**src/rtl/inst_fifo_pkg.sv**
```systemverilog
// inst_fifo_pkg: shared entry type, default depth and pointer-width helper for inst_fifo.
//   fifo_entry_t  : pc[31:0], inst[31:0], except[7:0] (packed, pc in the MSBs)
//   DEFAULT_DEPTH : default number of entries (power of two, >= 4)
//   clog2()       : pointer width for a given depth
package inst_fifo_pkg;

    typedef struct packed {
        logic [31:0] pc;
        logic [31:0] inst;
        logic [7:0]  except;
    } fifo_entry_t;

    localparam int DEFAULT_DEPTH = 16;

    function automatic int clog2(input int n);
        int r;
        r = 0;
        for (int i = 0; (1 << i) < n; i++) r = i + 1;
        return r;
    endfunction

endpackage

```
**src/rtl/inst_fifo_if.sv**
```systemverilog
// inst_fifo_if: fetch-write, issue-pop and read-view signals of the instruction buffer.
//   master modport : fetch/issue side (drives flush, writes and pops; sees status and slots)
//   slave modport  : the buffer itself
//   flush, w_en1/2, w_pc1/2, w_inst1/2, w_except1/2 : write side
//   pop1, pop2                                      : issue side
//   fifo_full, fifo_empty, r_master_*, r_slave_*    : status and head/head+1 view
interface inst_fifo_if;

    logic        flush;
    logic        w_en1;
    logic        w_en2;
    logic [31:0] w_pc1;
    logic [31:0] w_pc2;
    logic [31:0] w_inst1;
    logic [31:0] w_inst2;
    logic [7:0]  w_except1;
    logic [7:0]  w_except2;
    logic        fifo_full;
    logic        fifo_empty;
    logic        pop1;
    logic        pop2;
    logic        r_master_valid;
    logic        r_slave_valid;
    logic [31:0] r_master_pc;
    logic [31:0] r_slave_pc;
    logic [31:0] r_master_inst;
    logic [31:0] r_slave_inst;
    logic [7:0]  r_master_except;
    logic [7:0]  r_slave_except;

    modport master (
        output flush, w_en1, w_en2, w_pc1, w_pc2, w_inst1, w_inst2, w_except1, w_except2, pop1, pop2,
        input  fifo_full, fifo_empty, r_master_valid, r_slave_valid, r_master_pc, r_slave_pc,
               r_master_inst, r_slave_inst, r_master_except, r_slave_except
    );

    modport slave (
        input  flush, w_en1, w_en2, w_pc1, w_pc2, w_inst1, w_inst2, w_except1, w_except2, pop1, pop2,
        output fifo_full, fifo_empty, r_master_valid, r_slave_valid, r_master_pc, r_slave_pc,
               r_master_inst, r_slave_inst, r_master_except, r_slave_except
    );

endinterface

```
**src/rtl/inst_fifo_mem.sv**
```systemverilog
// inst_fifo_mem: DEPTH x fifo_entry_t register array, two write ports and two async read ports.
//   clk          : clock
//   i_we0/i_we1  : write enables for entry[i_waddr] and entry[i_waddr+1]
//   i_waddr      : tail pointer
//   i_wd0/i_wd1  : write data
//   i_raddr      : head pointer
//   o_rd0/o_rd1  : entry[i_raddr] and entry[i_raddr+1]
module inst_fifo_mem
    import inst_fifo_pkg::*;
#(
    parameter int DEPTH = DEFAULT_DEPTH,
    localparam int PW = clog2(DEPTH)
) (
    input  logic          clk,
    input  logic          i_we0,
    input  logic          i_we1,
    input  logic [PW-1:0] i_waddr,
    input  fifo_entry_t   i_wd0,
    input  fifo_entry_t   i_wd1,
    input  logic [PW-1:0] i_raddr,
    output fifo_entry_t   o_rd0,
    output fifo_entry_t   o_rd1
);

    fifo_entry_t   r_mem [DEPTH];
    logic [PW-1:0] w_waddr1;
    logic [PW-1:0] w_raddr1;

    assign w_waddr1 = i_waddr + PW'(1);
    assign w_raddr1 = i_raddr + PW'(1);

    // Storage needs no reset: entries are only observed through valid slots.
    always_ff @(posedge clk) begin
        if (i_we0) r_mem[i_waddr] <= i_wd0;
        if (i_we1) r_mem[w_waddr1] <= i_wd1;
    end

    assign o_rd0 = r_mem[i_raddr];
    assign o_rd1 = r_mem[w_raddr1];

endmodule

```
**src/rtl/inst_fifo.sv**
```systemverilog
// inst_fifo: dual-issue instruction decoupling buffer between fetch and decode/issue.
//   clk : clock, rising edge
//   rst : synchronous reset, active-low
//   bus : inst_fifo_if.slave (writes, pops, flush, status, master/slave read slots)
// Optional feature: define INST_FIFO_BYPASS_EN to append this cycle's accepted writes to
// the read view (0-cycle latency); otherwise written entries appear one cycle later.
module inst_fifo
    import inst_fifo_pkg::*;
#(
    parameter int DEPTH = DEFAULT_DEPTH
) (
    input logic        clk,
    input logic        rst,
    inst_fifo_if.slave bus
);

    localparam int PW = clog2(DEPTH);
    localparam logic [PW:0] FULL_LIM = (PW+1)'(DEPTH - 2);

    logic [PW-1:0] r_head;
    logic [PW-1:0] r_tail;
    logic [PW:0]   r_count;
    logic          w_full;
    logic          w_acc;
    logic [1:0]    w_wn;
    logic [1:0]    w_pn;
    logic [1:0]    w_cons;
    logic [1:0]    w_hadv;
    logic [1:0]    w_store;
    logic [PW:0]   w_avail;
    logic          w_mv;
    logic          w_sv;
    fifo_entry_t   w_s1;
    fifo_entry_t   w_s2;
    fifo_entry_t   w_rd0;
    fifo_entry_t   w_rd1;
    fifo_entry_t   w_m;
    fifo_entry_t   w_s;
    fifo_entry_t   w_d0;
    fifo_entry_t   w_mo;
    fifo_entry_t   w_so;

    assign w_s1 = {bus.w_pc1, bus.w_inst1, bus.w_except1};
    assign w_s2 = {bus.w_pc2, bus.w_inst2, bus.w_except2};

    // Gating by rst keeps bypassed writes off the outputs during reset.
    assign w_full = r_count > FULL_LIM;
    assign w_acc  = rst && !bus.flush && !w_full && bus.w_en1;
    assign w_wn   = w_acc ? (bus.w_en2 ? 2'd2 : 2'd1) : 2'd0;

`ifdef INST_FIFO_BYPASS_EN
    // View = stored entries followed by this cycle's accepted write slots.
    assign w_avail = r_count + (PW+1)'(w_wn);
    assign w_m     = (r_count != '0) ? w_rd0 : w_s1;
    assign w_s     = (r_count[PW:1] != '0) ? w_rd1 : (r_count == (PW+1)'(1)) ? w_s1 : w_s2;
`else
    assign w_avail = r_count;
    assign w_m     = w_rd0;
    assign w_s     = w_rd1;
`endif

    assign w_mv = rst && (w_avail != '0);
    assign w_sv = rst && (w_avail[PW:1] != '0);
    assign w_pn = (bus.pop1 && w_mv) ? ((bus.pop2 && w_sv) ? 2'd2 : 2'd1) : 2'd0;

    // Pops beyond the stored count consume bypassed write slots; those are never stored,
    // so the head only moves over stored entries and the tail only over kept writes.
    assign w_cons  = ({{(PW-1){1'b0}}, w_pn} > r_count) ? w_pn - r_count[1:0] : 2'd0;
    assign w_hadv  = w_pn - w_cons;
    assign w_store = w_wn - w_cons;
    assign w_d0    = (w_cons == 2'd0) ? w_s1 : w_s2;

    always_ff @(posedge clk) begin
        if (!rst || bus.flush) begin
            r_head  <= '0;
            r_tail  <= '0;
            r_count <= '0;
        end else begin
            r_head  <= r_head + PW'(w_hadv);
            r_tail  <= r_tail + PW'(w_store);
            r_count <= r_count + (PW+1)'(w_wn) - (PW+1)'(w_pn);
        end
    end

    inst_fifo_mem #(.DEPTH(DEPTH)) u_mem (
        .clk     (clk),
        .i_we0   (w_store != 2'd0),
        .i_we1   (w_store == 2'd2),
        .i_waddr (r_tail),
        .i_wd0   (w_d0),
        .i_wd1   (w_s2),
        .i_raddr (r_head),
        .o_rd0   (w_rd0),
        .o_rd1   (w_rd1)
    );

    assign w_mo = w_mv ? w_m : '0;
    assign w_so = w_sv ? w_s : '0;

    assign bus.fifo_full       = w_full;
    assign bus.fifo_empty      = (r_count == '0);
    assign bus.r_master_valid  = w_mv;
    assign bus.r_master_pc     = w_mo.pc;
    assign bus.r_master_inst   = w_mo.inst;
    assign bus.r_master_except = w_mo.except;
    assign bus.r_slave_valid   = w_sv;
    assign bus.r_slave_pc      = w_so.pc;
    assign bus.r_slave_inst    = w_so.inst;
    assign bus.r_slave_except  = w_so.except;

endmodule

```
**src/flat_wrapper.sv**
```systemverilog
// flat-port wrapper written by rule: the top's interface ports become plain ports
module inst_fifo_flat import inst_fifo_pkg::*;
#(
    parameter int DEPTH = DEFAULT_DEPTH
)
  (clk, rst, bus_flush, bus_w_en1, bus_w_en2, bus_w_pc1, bus_w_pc2, bus_w_inst1, bus_w_inst2, bus_w_except1, bus_w_except2, bus_pop1, bus_pop2, bus_fifo_full, bus_fifo_empty, bus_r_master_valid, bus_r_slave_valid, bus_r_master_pc, bus_r_slave_pc, bus_r_master_inst, bus_r_slave_inst, bus_r_master_except, bus_r_slave_except);
  inst_fifo_if bus_i ();
  input logic clk;
  input logic rst;
  input wire logic [$bits(bus_i.flush)-1:0] bus_flush;
  input wire logic [$bits(bus_i.w_en1)-1:0] bus_w_en1;
  input wire logic [$bits(bus_i.w_en2)-1:0] bus_w_en2;
  input wire logic [$bits(bus_i.w_pc1)-1:0] bus_w_pc1;
  input wire logic [$bits(bus_i.w_pc2)-1:0] bus_w_pc2;
  input wire logic [$bits(bus_i.w_inst1)-1:0] bus_w_inst1;
  input wire logic [$bits(bus_i.w_inst2)-1:0] bus_w_inst2;
  input wire logic [$bits(bus_i.w_except1)-1:0] bus_w_except1;
  input wire logic [$bits(bus_i.w_except2)-1:0] bus_w_except2;
  input wire logic [$bits(bus_i.pop1)-1:0] bus_pop1;
  input wire logic [$bits(bus_i.pop2)-1:0] bus_pop2;
  output wire logic [$bits(bus_i.fifo_full)-1:0] bus_fifo_full;
  output wire logic [$bits(bus_i.fifo_empty)-1:0] bus_fifo_empty;
  output wire logic [$bits(bus_i.r_master_valid)-1:0] bus_r_master_valid;
  output wire logic [$bits(bus_i.r_slave_valid)-1:0] bus_r_slave_valid;
  output wire logic [$bits(bus_i.r_master_pc)-1:0] bus_r_master_pc;
  output wire logic [$bits(bus_i.r_slave_pc)-1:0] bus_r_slave_pc;
  output wire logic [$bits(bus_i.r_master_inst)-1:0] bus_r_master_inst;
  output wire logic [$bits(bus_i.r_slave_inst)-1:0] bus_r_slave_inst;
  output wire logic [$bits(bus_i.r_master_except)-1:0] bus_r_master_except;
  output wire logic [$bits(bus_i.r_slave_except)-1:0] bus_r_slave_except;
  assign bus_i.flush = bus_flush;
  assign bus_i.w_en1 = bus_w_en1;
  assign bus_i.w_en2 = bus_w_en2;
  assign bus_i.w_pc1 = bus_w_pc1;
  assign bus_i.w_pc2 = bus_w_pc2;
  assign bus_i.w_inst1 = bus_w_inst1;
  assign bus_i.w_inst2 = bus_w_inst2;
  assign bus_i.w_except1 = bus_w_except1;
  assign bus_i.w_except2 = bus_w_except2;
  assign bus_i.pop1 = bus_pop1;
  assign bus_i.pop2 = bus_pop2;
  assign bus_fifo_full = bus_i.fifo_full;
  assign bus_fifo_empty = bus_i.fifo_empty;
  assign bus_r_master_valid = bus_i.r_master_valid;
  assign bus_r_slave_valid = bus_i.r_slave_valid;
  assign bus_r_master_pc = bus_i.r_master_pc;
  assign bus_r_slave_pc = bus_i.r_slave_pc;
  assign bus_r_master_inst = bus_i.r_master_inst;
  assign bus_r_slave_inst = bus_i.r_slave_inst;
  assign bus_r_master_except = bus_i.r_master_except;
  assign bus_r_slave_except = bus_i.r_slave_except;
  inst_fifo #(.DEPTH(DEPTH)) u_core (.clk(clk), .rst(rst), .bus(bus_i));
endmodule
```
**config.mk**
```make
export PLATFORM = sky130hd
export DESIGN_NAME = inst_fifo_flat
export DESIGN_NICKNAME = d
export VERILOG_FILES = /design/src/rtl/inst_fifo_pkg.sv /design/src/rtl/inst_fifo_if.sv /design/src/rtl/inst_fifo_mem.sv /design/src/rtl/inst_fifo.sv /design/src/flat_wrapper.sv
export SDC_FILE = /design/constraint.sdc
export NUM_CORES = 2
export LEC_CHECK = 0
export CORE_MARGIN = 10
export CORE_UTILIZATION = 50
export DETAILED_ROUTE_END_ITERATION = 7
export GPL_TIMING_DRIVEN = 0
export PLACE_DENSITY = 0.65
export SLEW_MARGIN = 20
export SYNTH_ARGS = -nofsm -noshare
export SYNTH_HDL_FRONTEND = slang
export SYNTH_SLANG_ARGS = --single-unit
```
**constraint.sdc**
```tcl
create_clock -name clk -period 12.8 [get_ports clk]
set_input_delay 1.92 -clock clk [delete_from_list [all_inputs] [get_ports clk]]
set_output_delay 1.92 -clock clk [all_outputs]
set_load 0.05 [all_outputs]
```
[Yosys cells after proc, flatten, opt, wreduce, memory -nomap -nowiden]
Memories as Yosys holds them, arrays and structs flattened. A register that Yosys moved wholly into a read port is not among the register bits.
Cells that the tools add are included.
Operators by class
  add/sub/neg operators: 9
  multiply operators: 0
  divide/modulo/power cells: 0
  order comparisons: 2
  eq/ne operators: 1
  shift operators: 0
  muxes and demuxes: 13
  bitwise logic cells: 0
  reductions and logical operators: 16
Operators with widths (count)
  two-way mux 72 bit: 3
  two-way mux 2 bit: 5
  adder 4 x 1 -> 4 bit (second input constant): 2
  adder 4 x 2 -> 4 bit: 2
  logical AND 1 bit: 7
  subtractor 2 bit: 3
  adder 5 x 2 -> 5 bit: 1
  > comparator 2 x 5 -> 1 bit: 1
  > comparator 5 x 4 -> 1 bit (second input constant): 1
  logical NOT 5 bit: 1
  nonzero test 5 bit: 1
  subtractor 5 x 2 -> 5 bit: 1
  two-way mux 1 bit: 4
  two-way mux 4 bit: 1
  nonzero test 4 bit: 1
  logical NOT 1 bit: 3
  == test 2 bit (second input constant): 1
  logical NOT 2 bit: 1
  nonzero test 2 bit: 1
  logical OR 1 bit: 1
Storage, ports and cells
  register bits: 13
  bits in latches: 0
  bits in writable memories: 1152
  memory bits (read-only): 0
  input bits: 151
  output and inout port bits: 148
  memories kept: 1
Memories
  u_core.u_mem.r_mem: words 16, bits a word 72, read ports 2, clocked after memory_dff 1, wr ports 2, line inst_fifo_mem.sv:25  | fifo_entry_t r_mem [DEPTH];

[Longest topological paths before layout]
  word-level depth: 11
  depth in mapped cells: 21
  gate-level depth less buffers: 21

[By module]
From an unflattened synthesis, not the netlist that was laid out.
Unflattened totals
  cells, all modules: 4283
  area, all modules: 69190.1 µm²
By module, submodules not included
  inst_fifo_mem: instances 1, cells an instance 3926, area each 65998.3 µm²
  inst_fifo: instances 1, cells an instance 357, area each 3191.8 µm²

[Worst setup path after synthesis]
No wires, ideal clock.
  path type: input-to-reg
  start: input port rst
  end: memory u_core.u_mem.r_mem[12][0] (netlist bit), enable pin
  setup time: 605 ps
  data arrival time: 9875 ps
  required time: 12195 ps
  setup slack: 2320 ps
  cell stages on the path: 14
  cell sequence: o21ai_1 > inv_1 > nand2_1 > nor2_1 > ha_1 > nor2b_4 > nor2_1 > nor3_1 > ha_1 > or4_1 > o211ai_2 > and2_4 > nor2_1 > nor3b_1
RTL lines
  start: declaration: line flat_wrapper.sv:9  | input logic rst;
  end: declaration: line inst_fifo_mem.sv:25

[Worst setup path after layout]
  start: register u_core.r_head[0]
  end: output port bus_r_slave_pc[18]
On the way
  word-level cells in the longest chain between the ends: 3
Ends and longest elaborated chain
  start: declaration: line inst_fifo.sv:20  | logic [PW-1:0] r_head;
  start signal: assignment: line inst_fifo.sv:79  | r_head <= r_head + PW'(w_hadv);
  adder 4 x 1 -> 4 bit: line inst_fifo_mem.sv:30  | assign w_raddr1 = i_raddr + PW'(1);
  memory (16 x 72 bit)
  two-way mux 72 bit: line inst_fifo.sv:98  | assign w_so = w_sv ? w_s : '0;
  end: declaration: line flat_wrapper.sv:26  | output wire logic [$bits(bus_i.r_slave_pc)-1:0] bus_r_slave_pc;
No other way between the ends.

==> impl_metrics.env <==
export IMPL_synth_cell_area_sq_um=68900
export IMPL_place_hpwl_um=184000
export IMPL_period_needed_ns=9.00
export IMPL_grt_antenna_before_repair=18
export IMPL_postRouteAntennaNets=0
export IMPL_cts_hold_buf=0
export IMPL_drtPass1Iterations=5
export IMPL_maxSlewViolCount=0
export IMPL_die_x_um=391
export IMPL_cts_buffers_inserted=132
export IMPL_largest_family_of_logic_cells_by_synthesized_area="multiplexers"
export IMPL_synthCells=4244
export IMPL_gp_routability_congestion=0.888
export IMPL_synth_compound_gate_area_share=0.189
export IMPL_timing_worst_slew_pin_value_ns=1.24
export IMPL_finalCritPeriodShare=0.703
export IMPL_crit_path_top_delay_cell="buf_1"
export IMPL_dr_total_vias=48400
export IMPL_cts_tree="done"
export IMPL_crit_path_max_fanout=11
export IMPL_cts_num_sinks=1165
export IMPL_adder_cell_share_of_the_synthesized_area=0.00443
export IMPL_synth_enable_flop_cells=1152
export IMPL_syn_nets=4417
export IMPL_synth_async_sr_flop_share=0
export IMPL_timing_critical_path_arrival_ns=7.08
export IMPL_timing_clock_skew_ns=0.0275
export IMPL_cp_cell_sequence="buf_2, buf_2, buf_1, buf_2, clkbuf_1, mux4_2, mux2i_1, a211oi_1, clkdlybuf4s50_1"
export IMPL_critical_path_end_type="output port"
export IMPL_cts_path_max_buffers=3
export IMPL_final_hold_violation_count=0
export IMPL_first_global_vias=48400
export IMPL_critical_path_n_buffers_inverters=6
export IMPL_rsz0062_at_grt="no"
export IMPL_postLayoutCellArea_sq_um=79900
export IMPL_power_per_cell_area_nw_per_um2=168
export IMPL_dominant_cell_type_by_count_on_the_critical_path="buf_2"
export IMPL_drive_above_1_share=0.312
export IMPL_cts_htree_levels=4
export IMPL_yosys_mux_area_fraction=0.222
export IMPL_grt_pass1_wl_um=351000
export IMPL_syn_mean_instance_area_sq_um=16.2
export IMPL_ys_seq_area_frac=0.506
export IMPL_type_of_the_worst_min_delay_path="reg -> reg"
export IMPL_drv_max_cap_violation_count=0
export IMPL_floorplan_die_area_sq_um=153000
export IMPL_critPathRequiredTime_ns=10.88
export IMPL_vdd_ir_drop_worst_uv=104
export IMPL_grt_ovfl_total=0
export IMPL_ys_warnings=0
export IMPL_route_detailed_vias_per_inst=7.25
export IMPL_worst_setup_path_type="reg -> out"
export IMPL_grt_max_degree=38
export IMPL_power_leakage_nw=23.6
export IMPL_distinct_cells_synth=56
export IMPL_overall_global_routing_resource_usage=0.320
export IMPL_setup_worst_path_start_class="flop"
export IMPL_routed_wire_length_per_instance_um=37.2
export IMPL_cts_setup_buffers=0
export IMPL_route_detailed_drc=0
export IMPL_first_iter_violations=6466
export IMPL_dp_slack_ns=4.72
export IMPL_cpLargestDelayFamily="buffers and inverters"
export IMPL_seq_area_sq_um=34900
export IMPL_clock_root_buffer="clkbuf_16"
export IMPL_wl_um=248000
export IMPL_area_after_dpl_sq_um=75800
export IMPL_floorplan_die_height_um=391
export IMPL_area_growth_pct=16.1
export IMPL_yosys_register_bits=1165
export IMPL_setup_total_negative_slack_ns=0
export IMPL_synthSimpleGateAreaFrac=0.0261
export IMPL_run_status="completed"
export IMPL_nFillCells=10500
export IMPL_io_pin_count=299
export IMPL_setup_violations_final=0
export IMPL_worst_setup_hold_path_clk_slew_ns=0.05
export IMPL_row_count=136
export IMPL_worst_rel_slew_slack=0.173
export IMPL_synthXorXnorAreaFrac=0.00140
export IMPL_worst_slack_ns=3.80
export IMPL_io_buffers=226
export IMPL_nNetsFinal=4944
export IMPL_dominantRegCellSynth="edfxtp_1"
export IMPL_initial_utilization=0.502
export IMPL_core_area_sq_um=137000
export IMPL_worstSkewPairLatency_ns=0.78
export IMPL_timing_critical_path_slowest_cell_delay_ns=0.97
export IMPL_timing_fmax_mhz=111
export IMPL_multiInputGateArea_sq_um=30800
export IMPL_ctsResizeCount=0
report_power, final:
group          switching, mW  internal [mW]  total (mW)
registers             0.0758           4.62        4.69
logic                   2.96           1.99        4.95
clock network           1.59           2.16        3.75
total                   4.63           8.76        13.4
logic make-up after synthesis:
kind of cell             count (synthesis)
flip-flops                            1165
AO/OA/AOI/OAI                         1334
adder cells (fa/ha/maj)                 22
multiplexers                           721
buffers and inverters                  683
AND/OR/NAND/NOR                        308
XOR/XNOR                                11
per-layer routing:
layer	vias to the layer above	wire length (um)	part of all wire	track usage
met5	-	287	0.0012	0.00877
met1	25000	90100	0.36	0.419
met3	577	30300	0.12	0.0908
li1	19400	-	-	-
met4	18	14400	0.058	0.170
met2	3436	113000	0.46	0.483
layout by cell type, fill, tap and decap left out, types with 7 or more instances in the layout:
cell type        count
ha_1                18
clkbuf_2            25
clkinv_1            28
edfxtp_1          1152
o2bb2ai_1          932
clkinv_2            13
buf_4               66
bufinv_16            9
clkbuf_1           287
buf_16              16
inv_1               25
buf_2              122
and2_1              72
mux2i_1             73
clkbuf_16          139
a21oi_1              7
a211oi_1           144
mux4_2             648
nand2_1             83
nand2b_1            10
buf_6              141
nor2b_1             78
nor2_1              17
diode_2             20
o2bb2ai_2          220
nor3_4              15
o31ai_4             15
buf_8               25
dfxtp_1             13
clkdlybuf4s50_1    226
buf_12              20
buf_1              144
final cells by class:
type	count	area share
multi-input combinational	2396	0.385
timing repair buffer	393	0.0553
inverter	27	0.00130
clock inverter	60	0.00654
antenna	20	0.000626
sequential	1165	0.436
clock buffer	164	0.0449
tap	1794	0.0281
buffer	656	0.0426
metrics by stage:
step | std cells | util | power, mW | hold slack [ns]
5_1_grt | 6660 | 0.583 | 13.8 | 0.710
3_5_place_dp | 6430 | 0.552 | 9.65 | 0.678
4_1_cts | 6654 | 0.582 | 13.3 | 0.691
2_1_floorplan | 4244 | - | 7.96 | 0.592
3_3_place_gp | 6264 | 0.535 | 9.48 | 0.664
6_report | 6675 | 0.583 | 13.4 | 0.703
state kept, by name, indices dropped and copies added, names as in the netlist:
register and flops:
u_core.r_head 4, u_core.r_tail 4, u_core.r_count 5, u_core.u_mem.r_mem 1152
synthesized netlist by cell type (all sizes together), types with 2 or more instances:
library cell  number  area share
o31ai             15      0.0045
a21oi              7     0.00051
xnor2              5     0.00064
inv               27      0.0015
mux4             648        0.21
dfxtp             13      0.0038
nor4               2     0.00040
a21o               2     0.00022
a211oi           144       0.016
nand3              3     0.00022
a2111oi            2     0.00025
o21ai              4     0.00029
clkbuf           277       0.015
or3                2     0.00018
o41ai              2     0.00053
nor3b              4     0.00044
o2bb2ai         1152        0.17
nand2             83      0.0045
and2              73      0.0067
edfxtp          1152        0.50
mux2i             73       0.011
nor3              19      0.0032
nor2b             79      0.0073
o211ai             3     0.00040
nor2              23      0.0013
xor2               6     0.00076
or2                4     0.00036
nand2b            10     0.00091
fa                 4      0.0012
buf              379       0.034
ha                18      0.0033
path summary, 6_finish.rpt:
kind / startpoint / to / slack, ns / cells after the start
hold reg to reg: u_core.r_head[0]$_SDFF_PP0_ / u_core.r_head[0]$_SDFF_PP0_ / 0.70 / 3
hold / removal: u_core.r_head[0]$_SDFF_PP0_ / u_core.r_head[0]$_SDFF_PP0_ / 0.70 / 3
setup reg to reg: u_core.r_count[2]$_SDFF_PP0_ / u_core.u_mem.r_mem[8][6]$_DFFE_PP_ / 6.18 / 18
setup / recovery: u_core.r_head[0]$_SDFF_PP0_ / bus_r_slave_pc[18] / 3.80 / 9
worst register-to-register path: cells and delay by family (launching register included):
kind	cells	cell delay, ns
AO/OA/AOI/OAI	1	0.61
adder cells (fa/ha/maj)	3	0.88
flip-flops	1	0.41
AND/OR/NAND/NOR	8	2.30
buffers and inverters	6	2.05
(Power assumes the default switching activity.)
